### src/rtl/fetch_pkg.sv
// Shared types and constants for the instruction-fetch front end.
// Entry layouts for the pending-request FIFO and the delivered-instruction FIFO.
package fetch_pkg;

  localparam int                      FETCH_DWIDTH   = 32;
  localparam int                      FETCH_AWIDTH   = 32;
  localparam logic [FETCH_AWIDTH-1:0] FETCH_BASEADDR = 32'h0100_0000;
  localparam int                      INSN_BYTES     = 4;

  typedef struct packed {
    logic [FETCH_AWIDTH-1:0] pc;
    logic [FETCH_DWIDTH-1:0] insn;
  } fetch_entry_t;

  typedef struct packed {
    logic [FETCH_AWIDTH-1:0] pc;
    logic                    epoch;
  } pend_entry_t;

  // Instruction fetches are word granular; the low address bits are dropped.
  function automatic logic [FETCH_AWIDTH-1:0] word_align(input logic [FETCH_AWIDTH-1:0] addr);
    return {addr[FETCH_AWIDTH-1:2], 2'b00};
  endfunction

endpackage

### src/rtl/fetch_stage_chk.sv
// Protocol checks for fetch_stage: response ordering, FIFO overflow and output hold.
// Simulation-only properties; carries no functional logic.
module fetch_stage_chk #(
  parameter int AWIDTH = 32,
  parameter int DWIDTH = 32
) (
  input logic              clk,
  input logic              rst,
  input logic              rsp_valid,
  input logic              pend_empty,
  input logic              pend_full,
  input logic              pend_push,
  input logic              pend_pop,
  input logic              out_full,
  input logic              out_push,
  input logic              out_pop,
  input logic              redirect,
  input logic              out_valid,
  input logic              out_ready,
  input logic [AWIDTH-1:0] out_pc,
  input logic [DWIDTH-1:0] out_insn
);

  // A response must always have an outstanding request to pair with
  a_rsp_has_pending: assert property (@(posedge clk) disable iff (rst)
    rsp_valid |-> !pend_empty);

  a_pend_no_overflow: assert property (@(posedge clk) disable iff (rst)
    pend_push |-> (!pend_full || pend_pop));

  a_out_no_overflow: assert property (@(posedge clk) disable iff (rst)
    out_push |-> (!out_full || out_pop));

  a_out_hold: assert property (@(posedge clk) disable iff (rst)
    (out_valid && !out_ready && !redirect) |=>
      (out_valid && $stable(out_pc) && $stable(out_insn)));

endmodule

### src/rtl/sync_fifo.sv
// Generic synchronous FIFO with clear, occupancy count and full/empty flags.
// Push while full is accepted only when a pop frees the slot in the same cycle.
module sync_fifo #(
  parameter type T     = logic [7:0],
  parameter int  DEPTH = 2,
  localparam int AW    = $clog2(DEPTH),
  localparam int CW    = $clog2(DEPTH) + 1
) (
  input  logic          clk,
  input  logic          rst,
  input  logic          clear,
  input  logic          push,
  input  T              push_data,
  input  logic          pop,
  output T              head,
  output logic [CW-1:0] count,
  output logic          full,
  output logic          empty
);

  localparam logic [AW-1:0] PTR_INC = AW'(1'b1);
  localparam logic [CW-1:0] CNT_INC = CW'(1'b1);
  localparam logic [CW-1:0] CNT_MAX = CW'(DEPTH);

  T              mem_r [DEPTH];
  logic [AW-1:0] wr_ptr_r;
  logic [AW-1:0] rd_ptr_r;
  logic [CW-1:0] count_r;
  logic          do_push_s;
  logic          do_pop_s;

  // Qualify requests against the current occupancy
  always_comb begin
    do_pop_s  = pop && !empty;
    do_push_s = push && (!full || do_pop_s);
  end

  // Storage, pointers and occupancy
  always_ff @(posedge clk) begin
    if (rst) begin
      wr_ptr_r <= {AW{1'b0}};
      rd_ptr_r <= {AW{1'b0}};
      count_r  <= {CW{1'b0}};
      for (int i = 0; i < DEPTH; i++) begin
        mem_r[i] <= '0;
      end
    end else if (clear) begin
      wr_ptr_r <= {AW{1'b0}};
      rd_ptr_r <= {AW{1'b0}};
      count_r  <= {CW{1'b0}};
    end else begin
      if (do_push_s) begin
        mem_r[wr_ptr_r] <= push_data;
        wr_ptr_r        <= wr_ptr_r + PTR_INC;
      end
      if (do_pop_s) begin
        rd_ptr_r <= rd_ptr_r + PTR_INC;
      end
      case ({do_push_s, do_pop_s})
        2'b10:   count_r <= count_r + CNT_INC;
        2'b01:   count_r <= count_r - CNT_INC;
        default: count_r <= count_r;
      endcase
    end
  end

  assign head  = mem_r[rd_ptr_r];
  assign count = count_r;
  assign full  = (count_r == CNT_MAX);
  assign empty = (count_r == {CW{1'b0}});

endmodule

### src/rtl/fetch_stage.sv
// Instruction-fetch front end: owns the PC, issues in-order word reads and delivers
// {pc, insn} downstream; redirects flush buffered output and squash in-flight reads by epoch.
module fetch_stage
  import fetch_pkg::*;
#(
  parameter int                DWIDTH   = FETCH_DWIDTH,
  parameter int                AWIDTH   = FETCH_AWIDTH,
  parameter logic [AWIDTH-1:0] BASEADDR = FETCH_BASEADDR,
  parameter int                DEPTH    = 2
) (
  input  logic              clk,
  input  logic              rst,
  output logic              imem_req_valid_o,
  input  logic              imem_req_ready_i,
  output logic [AWIDTH-1:0] imem_addr_o,
  input  logic              imem_rsp_valid_i,
  input  logic [DWIDTH-1:0] imem_rsp_data_i,
  input  logic              redirect_i,
  input  logic [AWIDTH-1:0] redirect_pc_i,
  output logic              out_valid_o,
  input  logic              out_ready_i,
  output logic [AWIDTH-1:0] out_pc_o,
  output logic [DWIDTH-1:0] out_insn_o
);

  localparam int                CW      = $clog2(DEPTH) + 1;
  localparam logic [CW:0]       DEPTH_W = (CW+1)'(DEPTH);
  localparam logic [AWIDTH-1:0] PC_STEP = AWIDTH'(INSN_BYTES);

  logic [AWIDTH-1:0] pc_r;
  logic              epoch_r;
  logic              accept_s;
  logic              rsp_take_s;
  logic              rsp_keep_s;
  logic              out_pop_s;
  logic              credit_ok_s;
  logic [CW:0]       in_use_s;
  logic [CW-1:0]     pend_cnt_s;
  logic [CW-1:0]     out_cnt_s;
  logic              pend_full_s;
  logic              pend_empty_s;
  logic              out_full_s;
  logic              out_empty_s;
  pend_entry_t       pend_push_s;
  pend_entry_t       pend_head_s;
  fetch_entry_t      out_push_s;
  fetch_entry_t      out_head_s;

  // Credit check covers in-flight plus buffered, so every response has an output slot
  always_comb begin
    in_use_s         = {1'b0, pend_cnt_s} + {1'b0, out_cnt_s};
    credit_ok_s      = (in_use_s < DEPTH_W);
    imem_req_valid_o = !rst && !redirect_i && credit_ok_s;
    accept_s         = imem_req_valid_o && imem_req_ready_i;
    rsp_take_s       = imem_rsp_valid_i && !pend_empty_s;
    rsp_keep_s       = rsp_take_s && !redirect_i && (pend_head_s.epoch == epoch_r);
    out_pop_s        = !out_empty_s && out_ready_i && !redirect_i;
    pend_push_s.pc    = pc_r;
    pend_push_s.epoch = epoch_r;
    out_push_s.pc     = pend_head_s.pc;
    out_push_s.insn   = imem_rsp_data_i;
  end

  // PC and epoch; a redirect outranks any issue in the same cycle
  always_ff @(posedge clk) begin
    if (rst) begin
      pc_r    <= BASEADDR;
      epoch_r <= 1'b0;
    end else if (redirect_i) begin
      pc_r    <= word_align(redirect_pc_i);
      epoch_r <= ~epoch_r;
    end else if (accept_s) begin
      pc_r    <= pc_r + PC_STEP;
      epoch_r <= epoch_r;
    end else begin
      pc_r    <= pc_r;
      epoch_r <= epoch_r;
    end
  end

  // Stale entries stay queued so they pair up with their responses and get dropped
  sync_fifo #(.T(pend_entry_t), .DEPTH(DEPTH)) u_pend_fifo (
    .clk       (clk),
    .rst       (rst),
    .clear     (1'b0),
    .push      (accept_s),
    .push_data (pend_push_s),
    .pop       (rsp_take_s),
    .head      (pend_head_s),
    .count     (pend_cnt_s),
    .full      (pend_full_s),
    .empty     (pend_empty_s)
  );

  sync_fifo #(.T(fetch_entry_t), .DEPTH(DEPTH)) u_out_fifo (
    .clk       (clk),
    .rst       (rst),
    .clear     (redirect_i),
    .push      (rsp_keep_s),
    .push_data (out_push_s),
    .pop       (out_pop_s),
    .head      (out_head_s),
    .count     (out_cnt_s),
    .full      (out_full_s),
    .empty     (out_empty_s)
  );

  assign imem_addr_o = pc_r;
  assign out_valid_o = !out_empty_s;
  assign out_pc_o    = out_head_s.pc;
  assign out_insn_o  = out_head_s.insn;

  fetch_stage_chk #(.AWIDTH(AWIDTH), .DWIDTH(DWIDTH)) u_chk (
    .clk        (clk),
    .rst        (rst),
    .rsp_valid  (imem_rsp_valid_i),
    .pend_empty (pend_empty_s),
    .pend_full  (pend_full_s),
    .pend_push  (accept_s),
    .pend_pop   (rsp_take_s),
    .out_full   (out_full_s),
    .out_push   (rsp_keep_s),
    .out_pop    (out_pop_s),
    .redirect   (redirect_i),
    .out_valid  (out_valid_o),
    .out_ready  (out_ready_i),
    .out_pc     (out_pc_o),
    .out_insn   (out_insn_o)
  );

endmodule

### config.mk
export PLATFORM = sky130hd
export DESIGN_NAME = fetch_stage
export DESIGN_NICKNAME = d
export VERILOG_FILES = /design/src/rtl/fetch_pkg.sv /design/src/rtl/fetch_stage_chk.sv /design/src/rtl/sync_fifo.sv /design/src/rtl/fetch_stage.sv
export SDC_FILE = /design/constraint.sdc
export NUM_CORES = 1
export LEC_CHECK = 0
export CAP_MARGIN = 10
export CORE_MARGIN = 2
export CORE_UTILIZATION = 50
export CTS_BUF_LIST = sky130_fd_sc_hd__clkbuf_4 sky130_fd_sc_hd__clkbuf_8
export DETAILED_ROUTE_END_ITERATION = 12
export GPL_TIMING_DRIVEN = 0
export PLACE_DENSITY = 0.83
export SYNTH_ARGS = -nofsm -noshare
export SYNTH_HDL_FRONTEND = slang
export SYNTH_SLANG_ARGS = --single-unit
### constraint.sdc
create_clock -name clk -period 3.2 [get_ports clk]
set_input_delay 0.64 -clock clk [delete_from_list [all_inputs] [get_ports clk]]
set_output_delay 0.64 -clock clk [all_outputs]
set_load 0.03 [all_outputs]
==> results summary <==
The flow ran to the end, and the final reports show no timing, DRC or antenna violations. The cell count of the worst reg-to-reg path came out at 8. The vias after detailed routing came out at between 7000 and 8000. The sequential cell area is approximately 6400 um2.

The initial cell density of the core came out at between 50% and 60%. The power density relative to cell area came out at approximately 520 nW/um2. The share of synthesized area in the top cell type comes to 54.4%. The top cell family by delay on the critical path is simple AND/OR/NAND/NOR gates.

Sorting the synthesized cells by area gives the leading types as sky130_fd_sc_hd__edfxtp_1 54%, sky130_fd_sc_hd__mux2_2 10%, sky130_fd_sc_hd__dfxtp_1 8.0%. STA classifies the critical path endpoint as a flop. The via count of the first global-routing pass came out at ~7100. The layout filler cell count came out at 1477. The aggregate routed wire length is about 22000 um.

The transition time at the pin with the least slew margin is 833 ps. After global routing the overflow that remains totals 0. The count of nets left with antenna violations after detail routing came out at 0. The number of antenna violations at the first check in global routing came out at 0.

Entering global routing, the biggest net connects between 60 and 70 pins. The cell area reported after detailed placement came out at roughly 12000 um2. The boundary pin count is between 150 and 200. The pre-antenna-repair detailed-routing pass consisted of 5 iterations. By count the netlist is led by 186 x sky130_fd_sc_hd__edfxtp_1, 128 x sky130_fd_sc_hd__and2_1, 95 x sky130_fd_sc_hd__mux2_2. The number of standard-cell rows in the floorplan is 52.

The count of input and output buffers is 160. The worst endpoint required time is 3640 ps. The number of warnings printed during yosys synthesis came out at 0. The setup fix buffers added after clock tree synthesis came out at 0. On the worst path, the slowest cell contributes a delay of slightly below 500 ps. The H-tree level count came out at 2. After routing the design area is 13000 um2. The count of antenna diodes in the layout came out at 0. The global routing stage identified its most utilized layer as met2. Dividing the detail-routed wire length by the instance count gives 16.8 um. Among all cell types in the netlist, the one instantiated most often is sky130_fd_sc_hd__edfxtp_1. Subtracting the final worst setup slack from the clock period gives approximately 3000 ps. The worst-case IR drop observed on VDD is 0.265 mV. The final critical path takes up around 94% of the cycle. The all-layer global routing usage came out at 20.6%. The unique cell type count in the Yosys netlist came out at 55. Walking the worst path, the cells encountered are and2_1, fa_1, nor3b_4, nand2_2, a21o_1, ha_1, or3_1, a21oi_1. The area of the multi-input gates came out at 3700 um2. The relative slew slack came out at between 40% and 50%. The most used flip-flop cell after synthesis is sky130_fd_sc_hd__edfxtp_1. The number of cells on the worst hold path came out at 2. The fraction of layout instances using a drive strength above 1 came out at between 10% and 20%. The placer congestion estimate came out at 0.894. For met2 alone, demand over resource in global routing was approximately 34%. The first global-routing pass estimated about 35000 um of wire.

The setup clock skew after layout came out at between 10 and 15 ps. The share of async-settable or async-resettable flops after synthesis came out at 0%. Among all stages on the critical path, the largest delay is contributed by sky130_fd_sc_hd__fa_1.

In this run the mean area of a mapped cell was 12.4 um2. Counting flops and latches in the post-synthesis netlist gives about 230. The final-layout setup total negative slack is 0 ps. Counting buffers and inverters, the worst setup path is 8 cells deep.

The met1 routing resource usage after global routing came out at between 20 and 30%. After floorplanning, the core was sized to cover around 20000 um2. Setup violations remaining at the end of the flow were counted as 0. The fraction of met3 tracks used by global routing is roughly 4.8%. The final count of hold timing violations came out at 0.

TritonCTS built the clock tree. The area of the mapped netlist came out at about 10000 um2. In this run, synthesis inferred ~190 flip-flops with an integrated enable. The final-report max-slew violation count is 0.

The remaining design rule violation count is 0. For flop-to-flop paths, the worst setup slack is about 180 ps. The number of clock buffers inserted by TritonCTS is 37. For the worst setup path, the data arrival time is between 3000 and 4000 ps. The net count of the finished layout came out at approximately 1100. The critical path launch point type is a flop. The worst min-delay path category is reg -> reg.

The buffering stage count on the worst path with inverters included came out at 0. The clock sink total came out at 227. The number of design-rule violations left by the first detailed-router iteration is between 400 and 500. The area growth from synthesis to layout came out at 26.3%. The floorplan die width is between 100 and 150 um. The die boundary height came out at between 100 and 150 um. The category of the most critical setup path is reg -> reg. The achievable clock frequency came out at about 330 MHz. The tree is rooted in a sky130_fd_sc_hd__clkbuf_8.

After synthesis, flip-flops and latches occupy between 60% and 70% of the total area. The wire-length estimate of the detail-placed layout is ~15000 um. The maximum fanout encountered on the critical timing path is 10.

The top cell type by total area after synthesis is sky130_fd_sc_hd__edfxtp_1. Setup repair after global routing left no endpoint under its margin. The tool flagged a number of max-cap violations equal to 0. Clock latency on the worst-skew pair, taken at its later pin, is 520 ps. The leakage component of the power is between 4 and 5 nW. The clock edge transition at the registers on the reported setup and hold paths is around 60 ps. The buffer levels on the longest clock path is 3. The post-detailed-route via-to-cell ratio is approximately 5.4. Synthesis produced between 800 and 900 cells. The floorplan step defined a die boundary enclosing approximately 22000 um2.
## metrics by stage
| stage | power (mW) | utilization (%) | setup WS, ps | hold WS [ps] | cells |
|---|---|---|---|---|---|
| 3_5_place_dp | 4.40 | 60.7 | -431 | 503 | 1261 |
| 2_1_floorplan | 4.04 | - | 146 | 451 | 831 |
| 4_1_cts | 6.82 | 64.3 | 8.80 | 519 | 1322 |
| 5_1_grt | 7.02 | 64.3 | 37.3 | 541 | 1322 |
| 3_3_place_gp | 4.39 | 60.6 | -1180 | 458 | 1261 |
| 6_report | 6.77 | 64.3 | 176 | 516 | 1322 |
## state kept, by name, indices dropped and copies added (netlist names), named ones only
register,flops
imem_addr_o,30
epoch_r,1
u_pend_fifo.wr_ptr_r,1
u_pend_fifo.mem_r,62
u_out_fifo.mem_r,124
u_pend_fifo.rd_ptr_r,1
u_out_fifo.rd_ptr_r,1
u_out_fifo.wr_ptr_r,1
u_pend_fifo.count,2
u_out_fifo.count,2
## final timing paths
check / from / endpoint
setup / recovery: u_out_fifo.count[0] / u_pend_fifo.count[1]
hold / removal: u_out_fifo.rd_ptr_r / u_out_fifo.rd_ptr_r
setup reg to reg: u_out_fifo.count[0] / u_pend_fifo.count[1]
hold reg to reg: u_out_fifo.rd_ptr_r / u_out_fifo.rd_ptr_r
## worst min-delay path: stages, from the launching register on
cell	delay (ps)
sky130_fd_sc_hd__dfxtp_1	320
sky130_fd_sc_hd__xor2_1	80
sky130_fd_sc_hd__nor2_1	70
## placed cells by master, fill, tap and decap left out, types with 4 or more instances in the layout
master and count:
sky130_fd_sc_hd__edfxtp_1 186, sky130_fd_sc_hd__clkdlybuf4s50_1 159, sky130_fd_sc_hd__and2_1 128, sky130_fd_sc_hd__mux2_2 95
sky130_fd_sc_hd__nor2_1 90, sky130_fd_sc_hd__nand2_1 62, sky130_fd_sc_hd__dfxtp_1 40, sky130_fd_sc_hd__clkbuf_8 37
sky130_fd_sc_hd__clkbuf_1 26, sky130_fd_sc_hd__a21oi_1 16, sky130_fd_sc_hd__xnor2_1 14, sky130_fd_sc_hd__nand3_1 12
sky130_fd_sc_hd__clkbuf_2 11, sky130_fd_sc_hd__nor3_1 11, sky130_fd_sc_hd__nand4_1 11, sky130_fd_sc_hd__clkbuf_4 10
sky130_fd_sc_hd__a31oi_1 9, sky130_fd_sc_hd__o21ai_0 8, sky130_fd_sc_hd__clkinv_1 8, sky130_fd_sc_hd__xor2_1 8
sky130_fd_sc_hd__nor4_1 8, sky130_fd_sc_hd__mux2i_1 6, sky130_fd_sc_hd__o22ai_1 6, sky130_fd_sc_hd__inv_1 5
sky130_fd_sc_hd__buf_1 5, sky130_fd_sc_hd__a211oi_1 5, sky130_fd_sc_hd__or3_1 5, sky130_fd_sc_hd__buf_2 4
sky130_fd_sc_hd__or2_4 4, sky130_fd_sc_hd__buf_4 4, sky130_fd_sc_hd__conb_1 4
## where the power goes
group / internal [mW] / switching [mW]
combinational: 0.403 / 0.506
sequential: 3.35 / 0.0971
clock: 1.35 / 1.07
total: 5.10 / 1.67
## cells by family after synthesis
| kind of cell | count (synthesis) | synth area share, % |
|---|---|---|
| buf+inv | 57 | 2.28 |
| other cells | 1 | 0.0365 |
| simple gates | 355 | 18.1 |
| compound gates | 62 | 3.95 |
| xor+xnor | 22 | 1.88 |
| flops | 227 | 62.4 |
| fa+ha+maj | 3 | 0.438 |
| mux | 101 | 11.0 |
## area by class of cell
cell class	count	share of cell area (%)
buffer	50	1.71
tap	270	2.60
inverter	6	0.174
timing repair buffer	160	12.3
clock inverter	13	0.839
sequential	227	49.4
clock buffer	47	4.50
multi-input combinational	549	28.5
## what timing repair did
| action | CTS | global route |
|---|---|---|
| cloned | 2 | 0 |
| pin swaps | 0 | 0 |
| endpoints found under the setup margin | 143 | 132 |
| hold buffers | 0 | 0 |
| gates resized for setup | 13 | 12 |
## layer usage
| metal | routed length (um) | vias to the layer above |
|---|---|---|
| met3 | 2050 | 51 |
| met5 | 0 | - |
| met1 | 8970 | 3393 |
| met2 | 10600 | 336 |
| li1 | - | 3358 |
| met4 | 596 | 0 |
No activity file was read; power rests on OpenSTA's default activity.
